### src/rtl/matrix_feeder.sv
// Operand frame buffer in front of matrix_mult: loads A then B from a valid/ready
// stream, pulses mm_start, replays the frame one element per cycle, then waits for mm_done.
module matrix_feeder #(
    parameter int DW = 8,
    parameter int M  = 8,
    parameter int N  = 8
) (
    input  logic          clk,
    input  logic          reset,
    input  logic          s_valid,
    input  logic [DW-1:0] s_data,
    output logic          s_ready,
    output logic          mm_start,
    output logic [DW-1:0] mm_data,
    input  logic          mm_done,
    output logic          busy,
    output logic [7:0]    frame_cnt
);

    localparam int T  = 2 * M * N;
    localparam int CW = $clog2(T);
    localparam logic [CW-1:0] LAST = CW'(T - 1);

    typedef enum logic [2:0] {
        IDLE,
        LOAD,
        START,
        STREAM,
        WAIT
    } state_t;

    state_t        state_reg;
    state_t        state_next;
    logic [CW-1:0] wr_cnt_reg;
    logic [CW-1:0] rd_cnt_reg;
    logic [CW-1:0] rd_addr;
    logic [DW-1:0] mm_data_reg;
    logic [7:0]    frame_cnt_reg;
    logic [DW-1:0] frame_mem [T];
    logic          beat;
    logic          last_wr;
    logic          last_rd;
    logic          rd_en;

    assign beat    = s_valid && (state_reg == LOAD);
    assign last_wr = (wr_cnt_reg == LAST);
    assign last_rd = (rd_cnt_reg == LAST);

    always_ff @(posedge clk or posedge reset) begin
        if (reset) begin
            state_reg <= IDLE;
        end else begin
            state_reg <= state_next;
        end
    end

    // Handshake and status outputs are pure decodes of the state register.
    always_comb begin
        state_next = state_reg;
        s_ready    = 1'b0;
        mm_start   = 1'b0;
        busy       = 1'b0;
        case (state_reg)
            IDLE: begin
                state_next = LOAD;
            end
            LOAD: begin
                s_ready = 1'b1;
                if (beat && last_wr) begin
                    state_next = START;
                end
            end
            START: begin
                mm_start   = 1'b1;
                busy       = 1'b1;
                state_next = STREAM;
            end
            STREAM: begin
                busy = 1'b1;
                if (last_rd) begin
                    state_next = WAIT;
                end
            end
            WAIT: begin
                busy = 1'b1;
                if (mm_done) begin
                    state_next = IDLE;
                end
            end
            default: begin
                state_next = IDLE;
            end
        endcase
    end

    // The read is issued one cycle ahead so the registered RAM output lands
    // on mm_data exactly in the cycle that presents each element.
    always_comb begin
        rd_addr = '0;
        rd_en   = 1'b0;
        case (state_reg)
            LOAD: begin
                rd_addr = '0;
                rd_en   = beat && last_wr;
            end
            START: begin
                rd_addr = CW'(1);
                rd_en   = 1'b1;
            end
            STREAM: begin
                rd_addr = rd_cnt_reg + CW'(1);
                rd_en   = !last_rd;
            end
            default: begin
                rd_addr = '0;
                rd_en   = 1'b0;
            end
        endcase
    end

    always_ff @(posedge clk) begin
        if (beat) begin
            frame_mem[wr_cnt_reg] <= s_data;
        end
    end

    always_ff @(posedge clk or posedge reset) begin
        if (reset) begin
            wr_cnt_reg    <= '0;
            rd_cnt_reg    <= '0;
            mm_data_reg   <= '0;
            frame_cnt_reg <= '0;
        end else begin
            if (beat) begin
                wr_cnt_reg <= last_wr ? '0 : wr_cnt_reg + CW'(1);
            end

            // rd_cnt tracks the index currently shown on mm_data.
            if (state_reg == START) begin
                rd_cnt_reg <= CW'(1);
            end else if (state_reg == STREAM) begin
                rd_cnt_reg <= last_rd ? '0 : rd_cnt_reg + CW'(1);
            end

            if (rd_en) begin
                mm_data_reg <= frame_mem[rd_addr];
            end else begin
                mm_data_reg <= '0;
            end

            if ((state_reg == WAIT) && mm_done) begin
                frame_cnt_reg <= frame_cnt_reg + 8'd1;
            end
        end
    end

    assign mm_data   = mm_data_reg;
    assign frame_cnt = frame_cnt_reg;

endmodule
### config.mk
export PLATFORM = sky130hd
export DESIGN_NAME = matrix_feeder
export DESIGN_NICKNAME = d
export VERILOG_FILES = /design/src/rtl/matrix_feeder.sv
export SDC_FILE = /design/constraint.sdc
export NUM_CORES = 1
export LEC_CHECK = 0
export CAP_MARGIN = 30
export CORE_MARGIN = 2
export CORE_UTILIZATION = 31
export CTS_CLUSTER_DIAMETER = 40
export CTS_CLUSTER_SIZE = 24
export DETAILED_ROUTE_END_ITERATION = 10
export PLACE_DENSITY_LB_ADDON = 0.3
export SYNTH_ARGS = -nofsm -noshare
export SYNTH_HDL_FRONTEND = slang
export SYNTH_SLANG_ARGS = --single-unit
### constraint.sdc
create_clock -name clk -period 2.8 [get_ports clk]
set_input_delay 0.28 -clock clk [delete_from_list [all_inputs] [get_ports clk]]
set_output_delay 0.28 -clock clk [all_outputs]
set_load 0.02 [all_outputs]
=== Yosys cells after proc, flatten, opt, wreduce, memory -nomap -nowiden ===
Memories as Yosys holds them, arrays and structs flattened.
Index checks and enable logic that the tools add are counted.

* Memories kept: 1
* Word-level logic and storage cells: 42
* Bits in writable memories: 1024
* Input bits: 12
* Register bits: 33

* Mux-type cells: 16
* Reductions and logical operators: 8
* Add/sub/neg operators: 3
* Eq/ne operators: 9

{| class="wikitable"
|+ Memory list
! name !! words !! width !! read ports !! clocked after Yosys merged registers in !! wr ports !! line !! source
|-
| frame_mem || 128 || 8 || 1 || 0 || 1 || 39 || <nowiki>logic [DW-1:0] frame_mem [T];</nowiki>
|}

{| class="wikitable"
|+ Operators by type and width
! cell !! number
|-
| 7-bit two-way mux || 4
|-
| 3-bit one-hot mux with 5 select lines || 1
|-
| 7-bit by 1-bit adder with 7-bit output (second input constant) || 2
|-
| 7-bit equality test (second input constant) || 2
|-
| 7-bit one-hot mux with 2 select lines || 1
|-
| 3-bit two-way mux || 3
|-
| 8-bit by 1-bit adder with 8-bit output (second input constant) || 1
|-
| 8-bit two-way mux || 1
|-
| 3-bit by 2-bit equality test with 1-bit output (second input constant) || 2
|-
| 1-bit two-way mux || 5
|-
| 2-bit inequality test (second input constant) || 2
|-
| 3-bit by 1-bit equality test with 1-bit output (second input constant) || 1
|-
| 3-bit equality test (second input constant) || 1
|-
| 1-bit logical AND || 3
|-
| 3-bit zero test || 1
|-
| 1-bit one-hot mux with 3 select lines || 1
|-
| 3-bit AND reduction || 1
|-
| 3-bit OR reduction || 1
|-
| 2-bit by 1-bit inequality test with 1-bit output (second input constant) || 1
|-
| 2-bit nonzero test || 1
|-
| 1-bit zero test || 1
|}

=== Logic depth before layout (Yosys ltp) ===
Gate-level depths: netlist of run 1.

* Depth after elaboration: 5
* Depth in mapped cells: 14
* Depth with buffers taken out: 10

=== Least setup slack after synthesis of run 1 ===
No wires, ideal clock.

* Path kind: register -> register
* Start point: register state_reg[0]
* End point: memory frame_mem[63][0], enable pin
* Stages on the path, launching flop included: 8
* Arrival: 2397 ps
* Data required time: 2430 ps
* Buffers on the path: 2
* Path slack: 33 ps
* Setup time: 370 ps
* Cells stage by stage: dfrtp_1 -> buf_4 -> nor3b_1 -> nand2_1 -> nor2_1 -> nand3_1 -> clkbuf_1 -> nor2_1

* Cells in the longest elaborated chain, start to end: 4

{| class="wikitable"
|+ Ends and longest elaborated chain
! what !! line !! source
|-
| start, declared || 32 || <nowiki>state_t state_reg;</nowiki>
|-
| start signal, assigned || 53 || <nowiki>state_reg <= state_next;</nowiki>
|-
| 3-bit by 1-bit equality test with 1-bit output || 45 || <nowiki>assign beat = s_valid && (state_reg == LOAD);</nowiki>
|-
| 1-bit logical AND || 45 ||
|-
| 1-bit two-way mux || 122 || <nowiki>if (beat) begin</nowiki>
|-
| 1-bit two-way mux (not written as such) || 123 || <nowiki>frame_mem[wr_cnt_reg] <= s_data;</nowiki>
|-
| end, declared || 39 ||
|}

No other way between the ends.

=== Final worst setup path of run 1 ===
* Start point: register state_reg[2]
* End point: register mm_data_reg[4], in the netlist mm_data[4]

* Cells in the longest elaborated chain, start to end: 5

{| class="wikitable"
|+ Ends and longest elaborated chain
! what !! line !! source
|-
| branches (longest 4 deep; another with memory read 128 x 8 bit) || - ||
|-
| 8-bit two-way mux * || 145 || <nowiki>if (rd_en) begin</nowiki>
|-
| end signal, assigned || 146 || <nowiki>mm_data_reg <= frame_mem[rd_addr];</nowiki>
|-
| end, declared || 37 || <nowiki>logic [DW-1:0] mm_data_reg;</nowiki>
|}

Mark *: on every way between the ends.
A chain may end at the register's enable or synchronous reset.

==> results of run 1 <==
[repair_timing]
item / CTS / global route
gates cloned: 10 / 3
setup endpoints to repair: 272 / 10
hold buffers: 3 / 0
pin swaps: 63 / 68
setup buffers: 60 / 29
endpoints found under the hold margin: 59 / 0
gates resized for setup: 170 / 146
[Yosys cell counts (all sizes together) (14+ instances only)]
cell type,number,area share
a211oi,27,0.0050
a21oi,47,0.0058
a22oi,27,0.0048
a311oi,30,0.0062
a31oi,43,0.0063
and3,44,0.0065
buf,131,0.019
clkbuf,46,0.0041
dfrtp,33,0.019
edfxtp,1024,0.73
mux2i,41,0.0098
mux4,76,0.041
nand2,692,0.061
nand3,299,0.035
nand4,33,0.0050
nor2,172,0.015
nor3,14,0.0017
o21ai,17,0.0020
[metal layers]
metal,vias to the layer above,part of all wire,track usage
li1,12500,-,-
met3,250,0.071,0.0349
met1,14300,0.43,0.262
met2,1116,0.46,0.302
met5,-,0.00015,0
met4,4,0.035,0.0697
[final timing paths]
kind	endpoint	depth (start not counted)
hold / removal	frame_mem[77][6]	1
max in group asynchronous	rd_cnt_reg[0]	4
hold reg to reg	frame_cnt[7]	1
min in group asynchronous	frame_cnt[7]	4
setup reg to reg	mm_data[4]	12
setup / recovery	mm_data[4]	12
[cell families (layout without fill, tap and decap cells)]
| group | Yosys count | in the layout | share of synthesized area |
|---|---|---|---|
| adders and majority gates | 3 | 3 | 0.000886 |
| xor gates and xnor gates | 19 | 19 | 0.00428 |
| muxes | 118 | 118 | 0.0510 |
| and+or+nand+nor | 1288 | 1288 | 0.131 |
| buffers and inverters | 180 | 969 | 0.0237 |
| DFF | 1057 | 1057 | 0.745 |
| AOI/OAI and AO/OA | 264 | 264 | 0.0443 |
[through the flow]
stage	hold WS [ps]	cell area, µm²
after floorplan	379	42400
after CTS	20.2	55500
after detailed placement	465	49100
after global placement	461	49100
final	52.8	56500
after global routing	46.1	56500
[power groups by stage]
stage / Combinational, mW / Sequential [mW] / Clock (mW)
after floorplan: 0.472 / 18.0 / 0
after global placement: 1.32 / 18.0 / 0
after detailed placement: 1.34 / 18.0 / 0
after CTS: 1.35 / 17.7 / 18.2
after global routing: 1.44 / 17.7 / 18.8
final: 1.38 / 17.7 / 17.9
[layout make-up]
| type | count | area, µm² | area share |
|---|---|---|---|
| Clock buffer | 155 | 3640 | 0.0646 |
| Clock inverter | 101 | 1080 | 0.0191 |
| Inverter | 3 | 11.3 | 0.000199 |
| Multi-Input combinational cell | 1692 | 11100 | 0.196 |
| Sequential cell | 1057 | 31600 | 0.559 |
| Tap cell | 1781 | 2230 | 0.0395 |
| Timing Repair Buffer | 710 | 6870 | 0.122 |
[critical path, delay by kind of cell, from the launching register on]
kind            cells  cell delay, ps
compound gates      4             870
flops               1             360
simple gates        4             960
buf+inv             4             560
==> results_dict.tcl, run 1 <==
set metrics [dict create \
    nFillCells 12400 \
    io_pins 31 \
    wl_per_cell_um 24.6 \
    synth.cell_area_um2 42400 \
    arrival_ps 3520 \
    seq_area_frac_synth 0.745 \
    ys_ff_latch 1057 \
    critPathLaunchType "register" \
    syn_avg_cell_area_um2 14.5 \
    maxCapViolations 0 \
    postRouteWirelength_um 136000 \
    total_power_mw 37.0 \
    r2r_slack_ps -60 \
    dp_cells 5150 \
    n_antenna_cell 0 \
    drtAntennaViolNets 0 \
    post-route-period-util 1.02 \
    mappedNetlistNets 2944 \
    hold_path_class "input pin to register" \
    area_delta_synth_final_pct 33.2 \
    swShare 0.225 \
    period_minus_slack_ps 2860 \
    h-tree-depth 4 \
    core-area_um2 136000 \
    fin_nets 3619 \
    r2r_start "state_reg[2]" \
    clk_latency_ps 760 \
    power_density_nw_per_um2 655 \
    skew_ps 29.0 \
    critPathKind "register to register" \
    synth_edf_count 1024 \
    failed_checks "negative setup slack" \
    crit_chain "buf_6 -> and3b_2 -> and2_4 -> buf_12 -> buf_8 -> buf_8 -> and3_1 -> a311oi_2 -> a31oi_1 -> o2111ai_1 -> nand4_1 -> o22ai_2" \
    portBuffers 30 \
    drc 0 \
    antenna_found_initial 4 \
    ys_types 79 \
    ys_async_sr_fraction 0.0312 \
    ys_warn_count 0 \
    clock_tree.root_cell "clkbuf_16" \
    grt_max_degree 129 \
    finalNonFillerCells 5499 \
    cp_slowest_cell "dfrtp_1" \
    die_h_um 374 \
    fmax_ghz 0.350 \
    pwr-share-clk 0.484 \
    final_common_cell "edfxtp_1" \
    grt-ovfl-total 0 \
    post-place-ws_ps -444 \
    combPwrFrac 0.037 \
    drive_gt1_frac 0.317 \
    start_util 0.312 \
    required_ps 3460 \
    hpwl_um 88600 \
    grt_pass1_wl_um 196000 \
    rsz0062_at_grt "true" \
    p_leak_nw 19.7 \
    outcome "complete, but fails checks" \
    firstDrtPassIters 5 \
    ir_drop_uv 600 \
    cts_buffer_depth 3 \
    first_global_vias 27900 \
    drt-initial-drc-count 3107 \
    seqPwrFrac 0.478 \
    ys.flop_type "edfxtp_1" \
    mostFrequentLayoutCells "edfxtp_1, nand2_1, buf_4" \
    rows 135 \
    slew_viol_final 0 \
    worst-path-max-fanout 6 \
    hold_start "s_data[6]" \
    power_switching_mw 8.31 \
    critPathMostFrequentCell "buf_8" \
    slowest_delay_ps 360 \
    crit_start "state_reg[2]" \
    die_area_um2 140000 \
    tightest_slew_ps 799 \
    gr-usage-all-layers 0.191 \
    largest_register_ffs 1024 \
    finish.utilization 0.416 \
    p_int_mw 28.6 \
    relSlewSlack 0.467 \
    cts_tree "yes" \
    vias 28200 \
    syn_inst 2929 \
    cp-end-kind "register" \
    viasPerCell 5.13 \
    clock-sinks 1057 \
    place_congestion 0.897 \
    fin_ws_ps -56.1 \
    hold_viol_final 0 \
    fin_setup_tns_ps -181 \
    die_w_um 374 \
    numCtsBuffers 140 \
    setup_violations 5 \
    path_clk_slew_ps 50 \
]
No activity file was read; power rests on OpenSTA's default activity.
==> inputs of run 2 (changes only) <==
SLEW_MARGIN = 0   (was default)
==> results of run 2 <==
Final layout, timing and power as in run 1 (identical DEF).
